--- config.mk ---
export PLATFORM = sky130hd
export DESIGN_NAME = phase_enable_seq
export DESIGN_NICKNAME = d
export VERILOG_FILES = /design/src/rtl/phasedet_pkg.sv /design/src/rtl/en_sync.sv /design/src/rtl/phase_enable_seq.sv
export SDC_FILE = /design/constraint.sdc
export NUM_CORES = 1
export LEC_CHECK = 0
export CORE_AREA = 10 10 85 87
export CTS_CLUSTER_DIAMETER = 150
export DETAILED_ROUTE_END_ITERATION = 8
export DIE_AREA = 0 0 95 97
export GPL_TIMING_DRIVEN = 0
export PLACE_DENSITY_LB_ADDON = 0.2
export SLEW_MARGIN = 20
export SYNTH_ARGS = -nofsm -noshare
export SYNTH_HDL_FRONTEND = slang
export SYNTH_SLANG_ARGS = --single-unit
export TNS_END_PERCENT = 5
--- constraint.sdc ---
create_clock -name CLK -period 3.1 [get_ports CLK]
set_clock_uncertainty 0.2 [all_clocks]
set_input_delay 0.62 -clock CLK [delete_from_list [all_inputs] [get_ports CLK]]
set_output_delay 0.62 -clock CLK [all_outputs]
set_load 0.02 [all_outputs]
--- src/rtl/phasedet_pkg.sv ---
// Shared types, default parameters and the period tolerance check for
// the phase-enable sequencer.
package phasedet_pkg;

   typedef enum logic [1:0] {
      SEARCH  = 2'd0,
      MEASURE = 2'd1,
      VERIFY  = 2'd2,
      LOCKED  = 2'd3
   } pd_state_e;

   localparam int NPHASE_DEF      = 4;
   localparam int CNT_W_DEF       = 8;
   localparam int TOL_DEF         = 2;
   localparam int LOCK_CYCLES_DEF = 4;
   localparam int TIMEOUT_DEF     = 200;

   function automatic logic in_tol(input int unsigned a,
                                   input int unsigned b,
                                   input int unsigned tol);
      int unsigned diff;
      diff = (a >= b) ? (a - b) : (b - a);
      return (diff <= tol);
   endfunction

endpackage

--- src/rtl/en_sync.sv ---
// Two-flop synchroniser for one asynchronous level input.
module en_sync (
   input  logic clk_i,
   input  logic rst_i,
   input  logic d_i,
   output logic q_o
);

   logic meta_q;
   logic sync_q;

   always_ff @(posedge clk_i or posedge rst_i) begin
      if (rst_i) begin
         meta_q <= 1'b0;
         sync_q <= 1'b0;
      end else begin
         meta_q <= d_i;
         sync_q <= meta_q;
      end
   end

   assign q_o = sync_q;

endmodule

--- src/rtl/phase_enable_seq.sv ---
// Power-clock period tracker and one-hot phase enable generator.
// Optional build macro PHASEDET_FAULT_EN adds En/EnBar complementarity checking.
module phase_enable_seq
   import phasedet_pkg::*;
#(
   parameter int NPHASE      = NPHASE_DEF,
   parameter int CNT_W       = CNT_W_DEF,
   parameter int TOL         = TOL_DEF,
   parameter int LOCK_CYCLES = LOCK_CYCLES_DEF,
   parameter int TIMEOUT     = TIMEOUT_DEF
) (
   input  logic                       CLK,
   input  logic                       RST,
   input  logic                       En,
   input  logic                       EnBar,
   input  logic                       clr_err,
   output logic [NPHASE-1:0]          phase_en,
   output logic [$clog2(NPHASE)-1:0]  phase_idx,
   output logic                       locked,
   output logic [CNT_W-1:0]           period,
   output logic                       err
);

   localparam int IDX_W  = $clog2(NPHASE);
   localparam int GOOD_W = $clog2(LOCK_CYCLES + 1);

   pd_state_e         state_q, state_d;
   logic              en_s;
   logic              en_prev_q;
   logic              edge_d, edge_q;
   logic              fault;
   logic              tmo;
   logic              match;
   logic [CNT_W-1:0]  per_cnt_q, per_cnt_d;
   logic [CNT_W-1:0]  ref_q, ref_d;
   logic [CNT_W-1:0]  slot_q, slot_d;
   logic [CNT_W-1:0]  slot_len;
   logic [GOOD_W-1:0] good_q, good_d;
   logic [IDX_W-1:0]  idx_q, idx_d;

   en_sync u_sync_en (
      .clk_i (CLK),
      .rst_i (RST),
      .d_i   (En),
      .q_o   (en_s)
   );

`ifdef PHASEDET_FAULT_EN
   logic enbar_s;
   logic same_q;
   logic err_q, err_d;

   en_sync u_sync_enbar (
      .clk_i (CLK),
      .rst_i (RST),
      .d_i   (EnBar),
      .q_o   (enbar_s)
   );

   // A fault needs the synchronised pair equal on two consecutive clocks.
   assign fault  = (en_s == enbar_s) && same_q;
   assign edge_d = en_s && !en_prev_q && !enbar_s;
   assign err_d  = fault ? 1'b1 : (clr_err ? 1'b0 : err_q);
   assign err    = err_q;

   always_ff @(posedge CLK or posedge RST) begin
      if (RST) begin
         same_q <= 1'b0;
         err_q  <= 1'b0;
      end else begin
         same_q <= (en_s == enbar_s);
         err_q  <= err_d;
      end
   end
`else
   logic unused_inputs;

   assign unused_inputs = EnBar ^ clr_err;
   assign fault         = 1'b0;
   assign edge_d        = en_s && !en_prev_q;
   assign err           = 1'b0;
`endif

   assign tmo      = (per_cnt_q >= CNT_W'(TIMEOUT));
   assign slot_len = ref_q >> IDX_W;
   // A zero slot length cannot sequence phases, so such a period never matches.
   assign match    = in_tol(32'(per_cnt_q), 32'(ref_q), TOL) && (slot_len != '0);

   always_comb begin
      per_cnt_d = per_cnt_q;
      if (edge_q) begin
         per_cnt_d = CNT_W'(1);
      end else if (per_cnt_q != {CNT_W{1'b1}}) begin
         per_cnt_d = per_cnt_q + 1'b1;
      end
   end

   always_comb begin
      state_d = state_q;
      ref_d   = ref_q;
      good_d  = good_q;
      case (state_q)
         SEARCH: begin
            if (edge_q) state_d = MEASURE;
         end
         MEASURE: begin
            if (edge_q) begin
               ref_d   = per_cnt_q;
               good_d  = '0;
               state_d = VERIFY;
            end else if (tmo) begin
               state_d = SEARCH;
            end
         end
         VERIFY: begin
            if (edge_q) begin
               if (match) begin
                  good_d = good_q + 1'b1;
                  if (good_q == GOOD_W'(LOCK_CYCLES - 1)) state_d = LOCKED;
               end else begin
                  ref_d  = per_cnt_q;
                  good_d = '0;
               end
            end else if (tmo) begin
               state_d = SEARCH;
            end
         end
         LOCKED: begin
            if (edge_q) begin
               if (!match) state_d = SEARCH;
            end else if (tmo) begin
               state_d = SEARCH;
            end
         end
         default: state_d = SEARCH;
      endcase
      if (fault) state_d = SEARCH;
      if (state_d == SEARCH) begin
         ref_d  = '0;
         good_d = '0;
      end
   end

   // Phase slots only run while lock is held; any edge realigns them.
   always_comb begin
      slot_d = '0;
      idx_d  = '0;
      if ((state_q == LOCKED) && (state_d == LOCKED) && !edge_q) begin
         if (slot_q == (slot_len - CNT_W'(1))) begin
            slot_d = '0;
            idx_d  = (idx_q != IDX_W'(NPHASE - 1)) ? (idx_q + 1'b1) : idx_q;
         end else begin
            slot_d = slot_q + 1'b1;
            idx_d  = idx_q;
         end
      end
   end

   always_ff @(posedge CLK or posedge RST) begin
      if (RST) begin
         state_q   <= SEARCH;
         en_prev_q <= 1'b0;
         edge_q    <= 1'b0;
         per_cnt_q <= '0;
         ref_q     <= '0;
         good_q    <= '0;
         slot_q    <= '0;
         idx_q     <= '0;
      end else begin
         state_q   <= state_d;
         en_prev_q <= en_s;
         edge_q    <= edge_d;
         per_cnt_q <= per_cnt_d;
         ref_q     <= ref_d;
         good_q    <= good_d;
         slot_q    <= slot_d;
         idx_q     <= idx_d;
      end
   end

   assign locked    = (state_q == LOCKED);
   assign phase_idx = idx_q;
   assign phase_en  = locked ? (NPHASE'(1) << idx_q) : '0;
   assign period    = locked ? ref_q : '0;

endmodule

==> flow_summary.yaml, run 1 <==
clock_tree:
  cts_tree: "built"
  cts_hold_buffers: 0
  clkLatencyLatePin_ps: 300
  path_clk_slew_ps: 70
  cts_root_buf: "clkbuf_8"
  htreeDepth: 2
  clk_path_buf_depth: 2
  cts_buffers: 5
  numClockSinks: 35
setup_path:
  start_kind: "flip-flop"
  arrival_ps: 3150
  rr_endpoint: "ref_q[0]$_DFFE_PP0P_"
  crit_path_end_kind: "flip-flop"
  ff2ff_path_depth: 11
  critPathKind: "flip-flop to flip-flop"
  path_delay_family: "compound AO/OA/AOI/OAI gates"
  crit_chain: "inv_2 -> ha_4 -> fa_2 -> nor2b_4 -> o21a_1 -> or4b_4 -> a2111o_1 -> a21oi_4 -> o32ai_4 -> buf_6 -> a21oi_2"
  cp.depth: 11
  slowest_stage: "a2111o_1"
  cp.required_ps: 3120
  critPathMaxStageDelay_ps: 570
  r2r_start: "ref_q[0]$_DFFE_PP0P_"
  rrSetupSlack_ps: -30
  cp_max_fo: 5
  critPathBufInv: 2
cells_and_area:
  antenna_cells: 0
  area_delta_synth_final_pct: 20.86
  mostFrequentLayoutCells: "nor2_1 (36), dfrtp_1 (25), inv_1 (23), ha_1 (22), nand3_1 (18)"
  drive_above_1_share_pct: 19.47
  final_nets: 408
  stdcell_count: 447
  layout_commonest_cell: "nor2_1"
route:
  drc: 0
  viasPerCell: 5.676
  post_drt_wl_per_cell_um: 16.33
  first_iter_violations: 118
  ant_nets: 0
  routed_wirelength_um: 7299
  vias: 2537
  first_pass_iters: 4
min_path:
  min_from: "u_sync_en.meta_q$_DFF_PP0_"
  hold_depth: 0
  min_path_type: "flip-flop to flip-flop"
  min_to: "u_sync_en.q_o$_DFF_PP0_"
grt:
  grt_pass1_wl_um: 12020
  gr-usage-all-layers_pct: 15.84
  grt_pass1_vias: 2449
  antenna_found_initial: 0
  overflow: 0
  grt_start_max_net_pins: 36
power_and_ir_drop:
  p_comb_share_pct: 57.2
  leakage_nw: 1.467
  sequentialPowerShare_pct: 25.2
  clock_power_share_pct: 17.7
  power.density_nw_per_um2: 688.3
  switching_share_pct: 42.71
  p_int_mw: 1.372
  ir_drop_uv: 433.9
  p_sw_mw: 1.023
outcome:
  status: "complete, but fails checks"
  violations: "negative setup slack"
logic_synthesis:
  synthFlopType: "dfrtp_1"
  yosys_register_bits: 35
  synthDistinctLibCells: 59
  yosysWarningCount: 0
  ys_async_sr_fraction_pct: 100.0
  syn_area_sq_um: 2879
  syn_nets: 371
  synth-edff-count: 0
  ys_seq_area_share_pct: 30.42
  synthCells: 337
  avgSynthCellArea_sq_um: 8.543
die:
  core_region_area_sq_um: 5473
  start_util_pct: 52.61
  io_pins: 21
  die-width_um: 95
  die_h_um: 97
  die-area_sq_um: 9215
  num_rows: 27
sta:
  finalSetupViolations: 10
  period_needed_ps: 3127
  timing.final.crit_share_pct: 100.9
  rsz0062_at_grt: "true"
  drv_slew: 0
  tns_ps: -145.2
  slew_headroom_pct: 39.55
  hold_viol: 0
  worst_pin_slew_ps: 898.5
  max_freq_mhz: 319.8
  setup_slack_ps: -27.26
placed_design:
  io_buffer_count: 17
  placedCellCount: 426
  gp_congestion: 0.9219
  dp_hpwl_um: 5215
job:
  cap_viol_max_count: 0
==> layout make-up <==
type                       count  area [sq um]
inverter                      27         101.3
tap                           72         90.09
sequential                    35         888.4
clock buffer                   5         68.82
timing repair buffer          31         279.0
multi-input combinational    261          1933
fill                         490          1993
buffer                        13         75.07
clock inverter                 3         43.79
==> worst max-delay path by stage <==
stage               slack (ps)                     start               endpoint
detailed placement        -200      ref_q[0]$_DFFE_PP0P_   ref_q[0]$_DFFE_PP0P_
CTS                        0.7      ref_q[7]$_DFFE_PP0P_   ref_q[0]$_DFFE_PP0P_
floorplan                  160  per_cnt_q[0]$_DFFE_PP0P_  good_q[1]$_DFFE_PP0P_
global route              -140      ref_q[6]$_DFFE_PP0P_   ref_q[0]$_DFFE_PP0P_
global placement          -190      ref_q[0]$_DFFE_PP0P_   ref_q[0]$_DFFE_PP0P_
finish                     -30      ref_q[0]$_DFFE_PP0P_   ref_q[0]$_DFFE_PP0P_
==> metrics by stage <==
stage               power (mW)  worst slack (ps)  instance area, sq um  util, %  hold WS, ps
floorplan                1.551             157.3                  2879        -        131.2
global placement         1.775            -194.8                  3139    57.36        141.7
detailed placement       1.798            -196.3                  3139    57.36        144.3
CTS                      2.318            0.6630                  3371    61.59        160.7
global route             2.570            -135.1                  3480    63.58        167.1
finish                   2.395            -27.26                  3480    63.58        158.0
==> logic make-up (layout without fill, tap and decap cells) <==
family,after synthesis,in the layout,synth area share [%]
AOI/OAI and AO/OA,83,83,19.90
other,1,1,0.1303
muxes,5,5,1.738
buffers and inverters,41,79,6.128
xor gates and xnor gates,22,22,6.693
and+or+nand+nor,121,121,21.86
adders and majority gates,29,29,13.12
DFF,35,35,30.42
==> power by group through the flow <==
stage                     clock (mW)  combinational, mW  sequential (mW)
after global placement             0               1.15            0.621
after detailed placement           0               1.18            0.623
after global routing           0.443               1.52            0.611
after floorplan                    0              0.973            0.578
final                          0.423               1.37            0.603
after CTS                      0.422               1.29            0.602
==> Yosys cell counts (3+ instances only) <==
library cell | number | area share, %
nor2_1 | 36 | 4.7
ha_1 | 27 | 12
a21oi_2 | 11 | 3.3
o21ai_0 | 19 | 3.3
inv_1 | 27 | 3.5
xnor2_1 | 13 | 4.0
mux2i_1 | 5 | 1.7
nand2_1 | 13 | 1.7
nor3_1 | 6 | 1.0
nand4_1 | 3 | 0.65
xor2_1 | 9 | 2.7
and3_1 | 14 | 3.0
o21ai_1 | 4 | 0.70
nand2b_1 | 7 | 1.5
a21oi_1 | 17 | 3.0
nor2b_1 | 9 | 2.0
clkbuf_1 | 8 | 1.0
nor3b_1 | 3 | 0.78
nand3_1 | 18 | 3.1
dfrtp_1 | 35 | 30
==> sequential cells by signal, indices dropped and copies added (netlist names) <==
register,count
per_cnt_q,8
ref_q,8
slot_q,8
good_q,3
phase_idx,2
state_q,2
edge_q,1
en_prev_q,1
u_sync_en.meta_q,1
u_sync_en.q_o,1
==> layer usage <==
layer / global-route usage (%) / vias to the layer above / routed length [um]
met4: 5.034 / 0 / 155
met5: 0 / - / 0
met2: 25.21 / 79 / 3446
met3: 2.853 / 13 / 459
li1: - / 1250 / -
met1: 20.92 / 1195 / 3237
==> repair_timing <==
action	CTS	global route
cloned	0	1
setup buffers	6	7
pin swaps	2	5
endpoints found under the hold margin	0	0
endpoints found under the setup margin	12	30
resized for setup	25	15
Note: power is estimated with default switching activity, not from simulation.
==> inputs of run 2 (changes only) <==
--- a/config.mk
+++ b/config.mk
@@ -5,10 +5,12 @@
 export SDC_FILE = /design/constraint.sdc
 export NUM_CORES = 1
 export LEC_CHECK = 0
-export CORE_AREA = 10 10 85 87
+export CELL_PAD_IN_SITES_DETAIL_PLACEMENT = 1
+export CELL_PAD_IN_SITES_GLOBAL_PLACEMENT = 2
+export CORE_AREA = 10 10 105 107
 export CTS_CLUSTER_DIAMETER = 150
 export DETAILED_ROUTE_END_ITERATION = 8
-export DIE_AREA = 0 0 95 97
+export DIE_AREA = 0 0 115 117
 export GPL_TIMING_DRIVEN = 0
 export PLACE_DENSITY_LB_ADDON = 0.2
 export SLEW_MARGIN = 20
==> constraint.sdc (replaced) <==
create_clock -name CLK -period 3.1 [get_ports CLK]
set_clock_uncertainty 0.2 [all_clocks]
set_input_delay 0.62 -clock CLK [delete_from_list [all_inputs] [get_ports CLK]]
set_output_delay 0.62 -clock CLK [all_outputs]
set_load 0.005 [all_outputs]
==> flow_summary.yaml, run 2 (synthesis results as in run 1) <==
outcome:
  status: "complete, but fails checks"
  violations: "negative setup slack"
clock_tree:
  cts_buffers: 5
  htreeDepth: 2
  cts_hold_buffers: 0
  cts_root_buf: "clkbuf_8"
  clkLatencyLatePin_ps: 290
  numClockSinks: 35
  clk_path_buf_depth: 2
  path_clk_slew_ps: 80
  cts_tree: "built"
setup_path:
  arrival_ps: 3150
  start_kind: "flip-flop"
  critPathMaxStageDelay_ps: 530
  crit_chain: "inv_2 -> ha_4 -> buf_6 -> nor2b_4 -> o21a_1 -> or4b_1 -> a2111o_1 -> a21oi_4 -> o32ai_4 -> buf_6 -> a21oi_2"
  rrSetupSlack_ps: -30
  r2r_start: "per_cnt_q[2]$_DFFE_PP0P_"
  crit_path_end_kind: "flip-flop"
  cp.required_ps: 3130
  ff2ff_path_depth: 11
  cp_max_fo: 9
  path_delay_family: "compound AO/OA/AOI/OAI gates"
  cp.depth: 11
  critPathBufInv: 3
  slowest_stage: "a2111o_1"
  rr_endpoint: "ref_q[1]$_DFFE_PP0P_"
  crit_top_cell: "buf_6"
  critPathKind: "flip-flop to flip-flop"
power_and_ir_drop:
  ir_drop_uv: 213.9
  leakage_nw: 1.482
  power.density_nw_per_um2: 686.2
  power_mw: 2.450
cells_and_area:
  regArea_sq_um: 888.4
  area_delta_synth_final_pct: 24.03
  fillerInstances: 1086
  stdcell_count: 486
  drive_above_1_share_pct: 20.27
  layout_commonest_cell: "nor2_1"
  mostFrequentLayoutCells: "nor2_1 (35), dfrtp_1 (25), inv_1 (24), ha_1 (22), o21ai_0 (19)"
  multi_input_area_sq_um: 1947
  final_nets: 408
  largestRegisters: "per_cnt_q: 8 flops, ref_q: 8 flops, slot_q: 8 flops"
  antenna_cells: 0
min_path:
  min_path_type: "flip-flop to flip-flop"
  min_from: "u_sync_en.meta_q$_DFF_PP0_"
  min_to: "u_sync_en.q_o$_DFF_PP0_"
  hold_depth: 0
placed_design:
  io_buffer_count: 17
  placedCellCount: 466
  dp_hpwl_um: 6465
  gp_congestion: 0.8192
route:
  first_iter_violations: 79
  routed_wirelength_um: 8585
  first_pass_iters: 4
  drc: 0
  vias: 2544
  post_drt_wl_per_cell_um: 17.66
  ant_nets: 0
  viasPerCell: 5.235
sta:
  worst_pin_slew_ps: 948.1
  period_needed_ps: 3129
  finalSetupViolations: 10
  setup_slack_ps: -29.38
  max_freq_mhz: 319.6
  drv_slew: 0
  timing.final.crit_share_pct: 100.9
  hold_viol: 0
  rsz0062_at_grt: "true"
  tns_ps: -186.8
  slew_headroom_pct: 36.21
grt:
  antenna_found_initial: 0
  grt_start_max_net_pins: 21
  gr-usage-all-layers_pct: 13.09
  grt_pass1_vias: 2629
  overflow: 0
  grt_pass1_wl_um: 14100
die:
  io_pins: 21
  start_util_pct: 31.91
  num_rows: 35
  die-area_sq_um: 13460
  die-width_um: 115
  core_region_area_sq_um: 9021
  die_h_um: 117
job:
  cap_viol_max_count: 0
-- run 2: layer usage --
layer / wire [um] / share of wire [%] / GRT usage [%] / vias up
met5: 0 / 0 / 0 / -
met4: 115 / 1.3 / 3.053 / 0
met3: 154 / 1.8 / 2.396 / 7
met2: 4278 / 50 / 22.07 / 19
met1: 4037 / 47 / 16.88 / 1273
li1: - / - / - / 1245
-- run 2: repair_timing --
item	in CTS	in global routing
resized for setup	25	15
cloned	0	1
setup buffers	10	2
pin swaps	2	6
setup endpoints to repair	21	23
-- run 2: stage by stage --
step / util [%] / setup WS, ps / hold WS (ps) / area, sq um
2_1_floorplan: - / 157.3 / 131.2 / 2879
3_3_place_gp: 35.34 / -298.2 / 148.1 / 3188
3_5_place_dp: 35.64 / -292.8 / 143.4 / 3216
4_1_cts: 38.47 / -66.74 / 156.9 / 3471
5_1_grt: 39.58 / -181.0 / 162.8 / 3571
6_report: 39.58 / -29.38 / 153.3 / 3571
-- run 2: how the worst max path moves through the flow --
| stage | slack [ps] | from | endpoint |
|---|---|---|---|
| final | -30 | per_cnt_q[2]$_DFFE_PP0P_ | ref_q[1]$_DFFE_PP0P_ |
| after global routing | -180 | ref_q[0]$_DFFE_PP0P_ | ref_q[5]$_DFFE_PP0P_ |
| after CTS | -70 | per_cnt_q[7]$_DFFE_PP0P_ | ref_q[7]$_DFFE_PP0P_ |
| after detailed placement | -290 | per_cnt_q[5]$_DFFE_PP0P_ | ref_q[4]$_DFFE_PP0P_ |
| after global placement | -300 | per_cnt_q[0]$_DFFE_PP0P_ | ref_q[4]$_DFFE_PP0P_ |
| after floorplan | 160 | per_cnt_q[0]$_DFFE_PP0P_ | good_q[1]$_DFFE_PP0P_ |
-- run 2: power breakdown --
group          leakage [nW]  internal (mW)  total, mW  switching, mW
combinational         0.975          0.642       1.43          0.784
sequential            0.449          0.511      0.601         0.0899
clock                0.0581          0.240      0.424          0.184
-- run 2: area by class of cell --
| type | instances | area share (%) |
|---|---|---|
| Clock inverter | 3 | 1.226 |
| Sequential cell | 35 | 24.88 |
| Multi-Input combinational cell | 261 | 54.52 |
| Inverter | 27 | 2.838 |
| Timing Repair Buffer | 31 | 8.479 |
| Buffer | 13 | 2.242 |
| Clock buffer | 5 | 1.927 |
| Tap cell | 111 | 3.889 |
-- run 2: worst reg2reg max path, cell delays in order, from the launching register on --
cell	delay, ps
dfrtp_2	420
inv_2	70
ha_4	200
buf_6	140
nor2b_4	120
o21a_1	190
or4b_1	510
a2111o_1	530
a21oi_4	290
o32ai_4	150
buf_6	160
a21oi_2	100
